**src/rtl/fifo_wr_arbiter.sv**
```systemverilog
// fifo_wr_arbiter: round-robin arbiter that shares one FIFO write port between two producers.
// Define ARB_STATS_EN to add per-producer saturating write counters on WCNT0/WCNT1.
module fifo_wr_arbiter #(
  parameter int DW        = 10,
  parameter int MAX_BURST = 4
) (
  input  logic          CLK,
  input  logic          RST,
  input  logic          REQ0,
  input  logic [DW-1:0] DIN0,
  input  logic          REQ1,
  input  logic [DW-1:0] DIN1,
  input  logic          FULL,
  output logic          GNT0,
  output logic          GNT1,
  output logic          WR_EN,
`ifdef ARB_STATS_EN
  output logic [15:0]   WCNT0,
  output logic [15:0]   WCNT1,
`endif
  output logic [DW-1:0] DOUT
);

  typedef enum logic [1:0] {
    IDLE = 2'd0,
    OWN0 = 2'd1,
    OWN1 = 2'd2
  } state_t;

  // A grant taken while the counter holds this value completes the burst.
  localparam logic [3:0] BURST_LAST = 4'(MAX_BURST - 1);

  state_t     state_q, state_d;
  logic       last_q, last_d;
  logic [3:0] bcnt_q, bcnt_d;

  logic own_req;
  logic other_req;
  logic own_gnt;
  logic burst_done;

  // NOTE: every output of a combinational block gets a default first, so no path can infer a latch.
  always_comb begin
    GNT0 = 1'b0;
    GNT1 = 1'b0;
    DOUT = '0;
    // Outputs are also forced quiet while reset is asserted, so a burst cannot write during reset.
    if (RST) begin
      case (state_q)
        OWN0: begin
          GNT0 = REQ0 & ~FULL;
          DOUT = DIN0;
        end
        OWN1: begin
          GNT1 = REQ1 & ~FULL;
          DOUT = DIN1;
        end
        default: ;
      endcase
    end
    WR_EN = GNT0 | GNT1;
  end

  assign own_req    = (state_q == OWN0) ? REQ0 : REQ1;
  assign other_req  = (state_q == OWN0) ? REQ1 : REQ0;
  assign own_gnt    = GNT0 | GNT1;
  assign burst_done = own_gnt && (bcnt_q == BURST_LAST);

  always_comb begin
    state_d = state_q;
    last_d  = last_q;
    bcnt_d  = bcnt_q;
    case (state_q)
      IDLE: begin
        bcnt_d = '0;
        if (REQ0 && REQ1) state_d = last_q ? OWN0 : OWN1;
        else if (REQ0)    state_d = OWN0;
        else if (REQ1)    state_d = OWN1;
      end
      OWN0, OWN1: begin
        if (!own_req || burst_done) begin
          last_d = (state_q == OWN1);
          bcnt_d = '0;
          // Hand straight to a waiting peer; a burst-limited owner with no rival keeps the port.
          if (other_req)     state_d = (state_q == OWN0) ? OWN1 : OWN0;
          else if (!own_req) state_d = IDLE;
        end else if (own_gnt) begin
          bcnt_d = bcnt_q + 4'd1;
        end
      end
      default: state_d = IDLE;
    endcase
  end

  // NOTE: sequential state uses non-blocking assignments so every flop samples pre-edge values.
  always_ff @(posedge CLK) begin
    if (!RST) begin
      state_q <= IDLE;
      last_q  <= 1'b1;
      bcnt_q  <= '0;
    end else begin
      state_q <= state_d;
      last_q  <= last_d;
      bcnt_q  <= bcnt_d;
    end
  end

`ifdef ARB_STATS_EN
  logic [15:0] wcnt0_q, wcnt0_d;
  logic [15:0] wcnt1_q, wcnt1_d;

  always_comb begin
    wcnt0_d = wcnt0_q;
    wcnt1_d = wcnt1_q;
    if (GNT0 && (wcnt0_q != 16'hFFFF)) wcnt0_d = wcnt0_q + 16'd1;
    if (GNT1 && (wcnt1_q != 16'hFFFF)) wcnt1_d = wcnt1_q + 16'd1;
  end

  always_ff @(posedge CLK) begin
    if (!RST) begin
      wcnt0_q <= '0;
      wcnt1_q <= '0;
    end else begin
      wcnt0_q <= wcnt0_d;
      wcnt1_q <= wcnt1_d;
    end
  end

  assign WCNT0 = wcnt0_q;
  assign WCNT1 = wcnt1_q;
`endif

endmodule

```
**config.mk**
```make
export PLATFORM = sky130hd
export DESIGN_NAME = fifo_wr_arbiter
export DESIGN_NICKNAME = d
export VERILOG_FILES = /design/src/rtl/fifo_wr_arbiter.sv
export SDC_FILE = /design/constraint.sdc
export NUM_CORES = 1
export LEC_CHECK = 0
export CORE_MARGIN = 2
export CORE_UTILIZATION = 34
export CTS_CLUSTER_DIAMETER = 120
export DETAILED_ROUTE_END_ITERATION = 10
export PLACE_DENSITY_LB_ADDON = 0.25
export RECOVER_POWER = 100
export SLEW_MARGIN = 20
export SYNTH_ARGS = -nofsm -noshare
export SYNTH_HDL_FRONTEND = slang
export SYNTH_SLANG_ARGS = --single-unit
```
**constraint.sdc**
```tcl
create_clock -name CLK -period 1.7 [get_ports CLK]
set_clock_uncertainty 0.2 [all_clocks]
set_input_delay 0.34 -clock CLK [delete_from_list [all_inputs] [get_ports CLK]]
set_output_delay 0.34 -clock CLK [all_outputs]
set_load 0.03 [all_outputs]
```
==> impl_results.md <==
- FF-to-FF path depth: 6
- Mapped cell area: 673 µm²
- Fmax: 0.497 GHz
- CP startpoint kind: flop
- CP endpoint kind: output port
- Residual DRC: 0
- Layout Utilization: 83.3%
- Standby leakage power: 0.620 nW
- Synth area leaders: dfxtp_1, a22oi_1, ha_1, nor2_1, mux2i_1
- Hold path depth: 2
- Final hold vios: 0
- IO Port Bufs: 37
- Synth top area share: 20.8%
- Design area: 1600 µm²
- Area after DPL: 1360 µm²
- RSZ-0062 raised after global routing: true
- CP Max Fanout: 6
- Fin. max-slew vios: 0
- Root buf cell: clkbuf_4
- Total Die Area: 2350 µm²
- Vias in the first global route: 1,070
- Critical Path RT: 1.16 ns
- Initial core utilization: 35.0%
- Worst-path cell chain: inv_4 -> ha_4 -> nand2_4 -> nor2_4 -> buf_4
- Total congestion overflow: 0
- Die X-Extent: 48.5 µm
- Relative slew slack: 72.2%
- Min Tclk post-route: 2.01 ns
- Wire length per cell: 19.9 µm
- Die height: 48.5 µm
- Area Growth Syn to Fin: 138%
- Final worst-path cycle share: 118%
- Drt total wl: 3530 µm
- Total CTS buffers: 3
- Setup violators final: 20
- Core area: 1920 µm²
- TritonCTS clock tree: yes
- Register area share after synthesis: 20.8%
- Largest net degree at the start of global routing: 7
- Synthesized instance count: 90
- Synth area leader: dfxtp_1
- Final HPWL DP: 2110 µm
- Initial DRC Count: 20
- 1st-pass router iterations: 4
- Worst hold path type: flop to flop
- Synth warnings: 0
- Failing checks: negative setup slack
- Clk sinks: 7
- GP Congestion: 0.856
- Worst setup margin: -0.313 ns
- Vias: 978
- Ratio of cells with drive above 1 in the final layout: 56.7%
- Top Ports: 38
- Max Cap Viol: 0
- Post-Syn Area per Cell: 7.48 µm²
- Setup total negative slack: -4.32 ns
- Worst-case clock buffer depth: 2
- Crit path DAT: 1.47 ns
- Crit path kind: flop to output port
- Post-DRT Antenna Nets: 0
- Clock latency at the later pin of the worst-skew pair: 0.28 ns
- First-pass GRT wire length: 5000 µm
- Outcome: complete, but fails checks
- Slowest-stage cell, CP: dfxtp_4
- Slowest stage delay, CP: 0.38 ns
- Vias per cell: 5.53
- Final #Nets: 181
- VDD IR max: 1050 µV
- H-tree depth: 1
- Initial antenna violation count: 0
- Unique cell type count in the Yosys netlist: 30
- Slew @ Worst Pin: 0.405 ns
- Post-CTS Hold Buffers: 0
- #FFs+latches synth: 7
- CTS clk-pin slew, worst paths: 0.05 ns
- Pwr/cell area: 1400 nW/µm²
- Row count: 16
- GRT Util Overall: 28.2%
- Synth Net Count: 120
- Ant diodes: 0
critical path: cells and delay by family (launching register included):
family                   cells  cell delay [ns]
AND/OR/NAND/NOR              2             0.26
adder cells (fa/ha/maj)      1             0.34
buffers and inverters        2             0.22
flip-flops                   1             0.38
layout by cell type (no fill, tap or decap), drive strengths merged, types with 3 or more instances in the layout:
cell / count
nor2: 13
inv: 4
buf: 34
nor2b: 3
dlygate4sd2: 3
a21oi: 4
and3: 3
clkbuf: 4
nand2b: 4
mux2i: 4
clkdlybuf4s50: 20
ha: 5
a22oi: 10
nand2: 7
dfxtp: 7
o21ai: 6
routing by layer:
layer / share of wire, % / global-route usage (%) / up-vias
met5: 0 / 0 / -
met4: 1.8 / 12.9 / 0
met3: 4.0 / 8.02 / 8
met2: 56 / 53.9 / 37
met1: 38 / 27.9 / 479
li1: - / - / 454
final timing paths:
check	from	to	slack (ns)
max	state_q[1]$_SDFFE_PN0P_	DOUT[2]	-0.31
min	bcnt_q[1]$_SDFFE_PN0P_	bcnt_q[1]$_SDFFE_PN0P_	0.29
max reg2reg	state_q[1]$_SDFFE_PN0P_	state_q[0]$_SDFFE_PN0P_	-0.22
min reg2reg	bcnt_q[1]$_SDFFE_PN0P_	bcnt_q[1]$_SDFFE_PN0P_	0.29
synth_stat cells, drive strengths merged:
master	instances
nand2b	4
and3	3
inv	4
a22o	1
nor2	13
nor3	1
and2	1
nor3b	1
or3	2
o211a	1
nand2	6
o21ai	6
o221ai	1
o221a	1
buf	1
nand3b	2
mux2i	4
clkbuf	2
a21oi	4
a22oi	10
a31oi	1
nand3	2
a211o	1
a31o	1
a211oi	1
dfxtp	7
nor2b	3
ha	5
or2	1
registers in the layout (all words and copies together), names as in the netlist:
name,count
bcnt_q,4
state_q,2
last_q,1
cell type report:
type	count	area [µm²]
clock buffers	4	26.3
fillers	123	320
multi-input cells	77	807
inverters	4	20.0
repair buffers	58	567
well taps	27	33.8
flip-flops and latches	7	148
logic make-up (layout without fill, tap and decap cells):
logic type	Yosys count	after routing	synth area share [%]
AO/OA/AOI/OAI	28	28	29.9
adder cells (fa/ha/maj)	5	5	9.29
buffers and inverters	7	66	4.09
flip-flops	7	7	20.8
multiplexers	4	4	5.95
AND/OR/NAND/NOR	39	40	29.9
metrics by stage:
step	power [mW]	worst slack (ns)	hold slack, ns	cells
finish	2.24	-0.313	0.291	177
global route	2.33	-0.355	0.309	177
CTS	2.04	-0.265	0.287	176
detailed placement	1.62	-0.428	0.295	168
global placement	1.57	-0.402	0.274	168
floorplan	1.18	-0.00940	0.261	90
power by group:
part / leakage, nW / internal (mW) / switching (mW) / total (mW)
clock: 0.0150 / 0.0907 / 0.0819 / 0.173
combinational: 0.547 / 0.833 / 0.973 / 1.81
sequential: 0.0583 / 0.211 / 0.0520 / 0.263
total: 0.620 / 1.13 / 1.11 / 2.24
what timing repair did:
action                     CTS  global route
pin swaps                   26             7
gates cloned                 1             0
buffers inserted             3             1
resized for setup           34            14
setup endpoints to repair   19            20
Note: power is estimated with default switching activity, not from simulation.
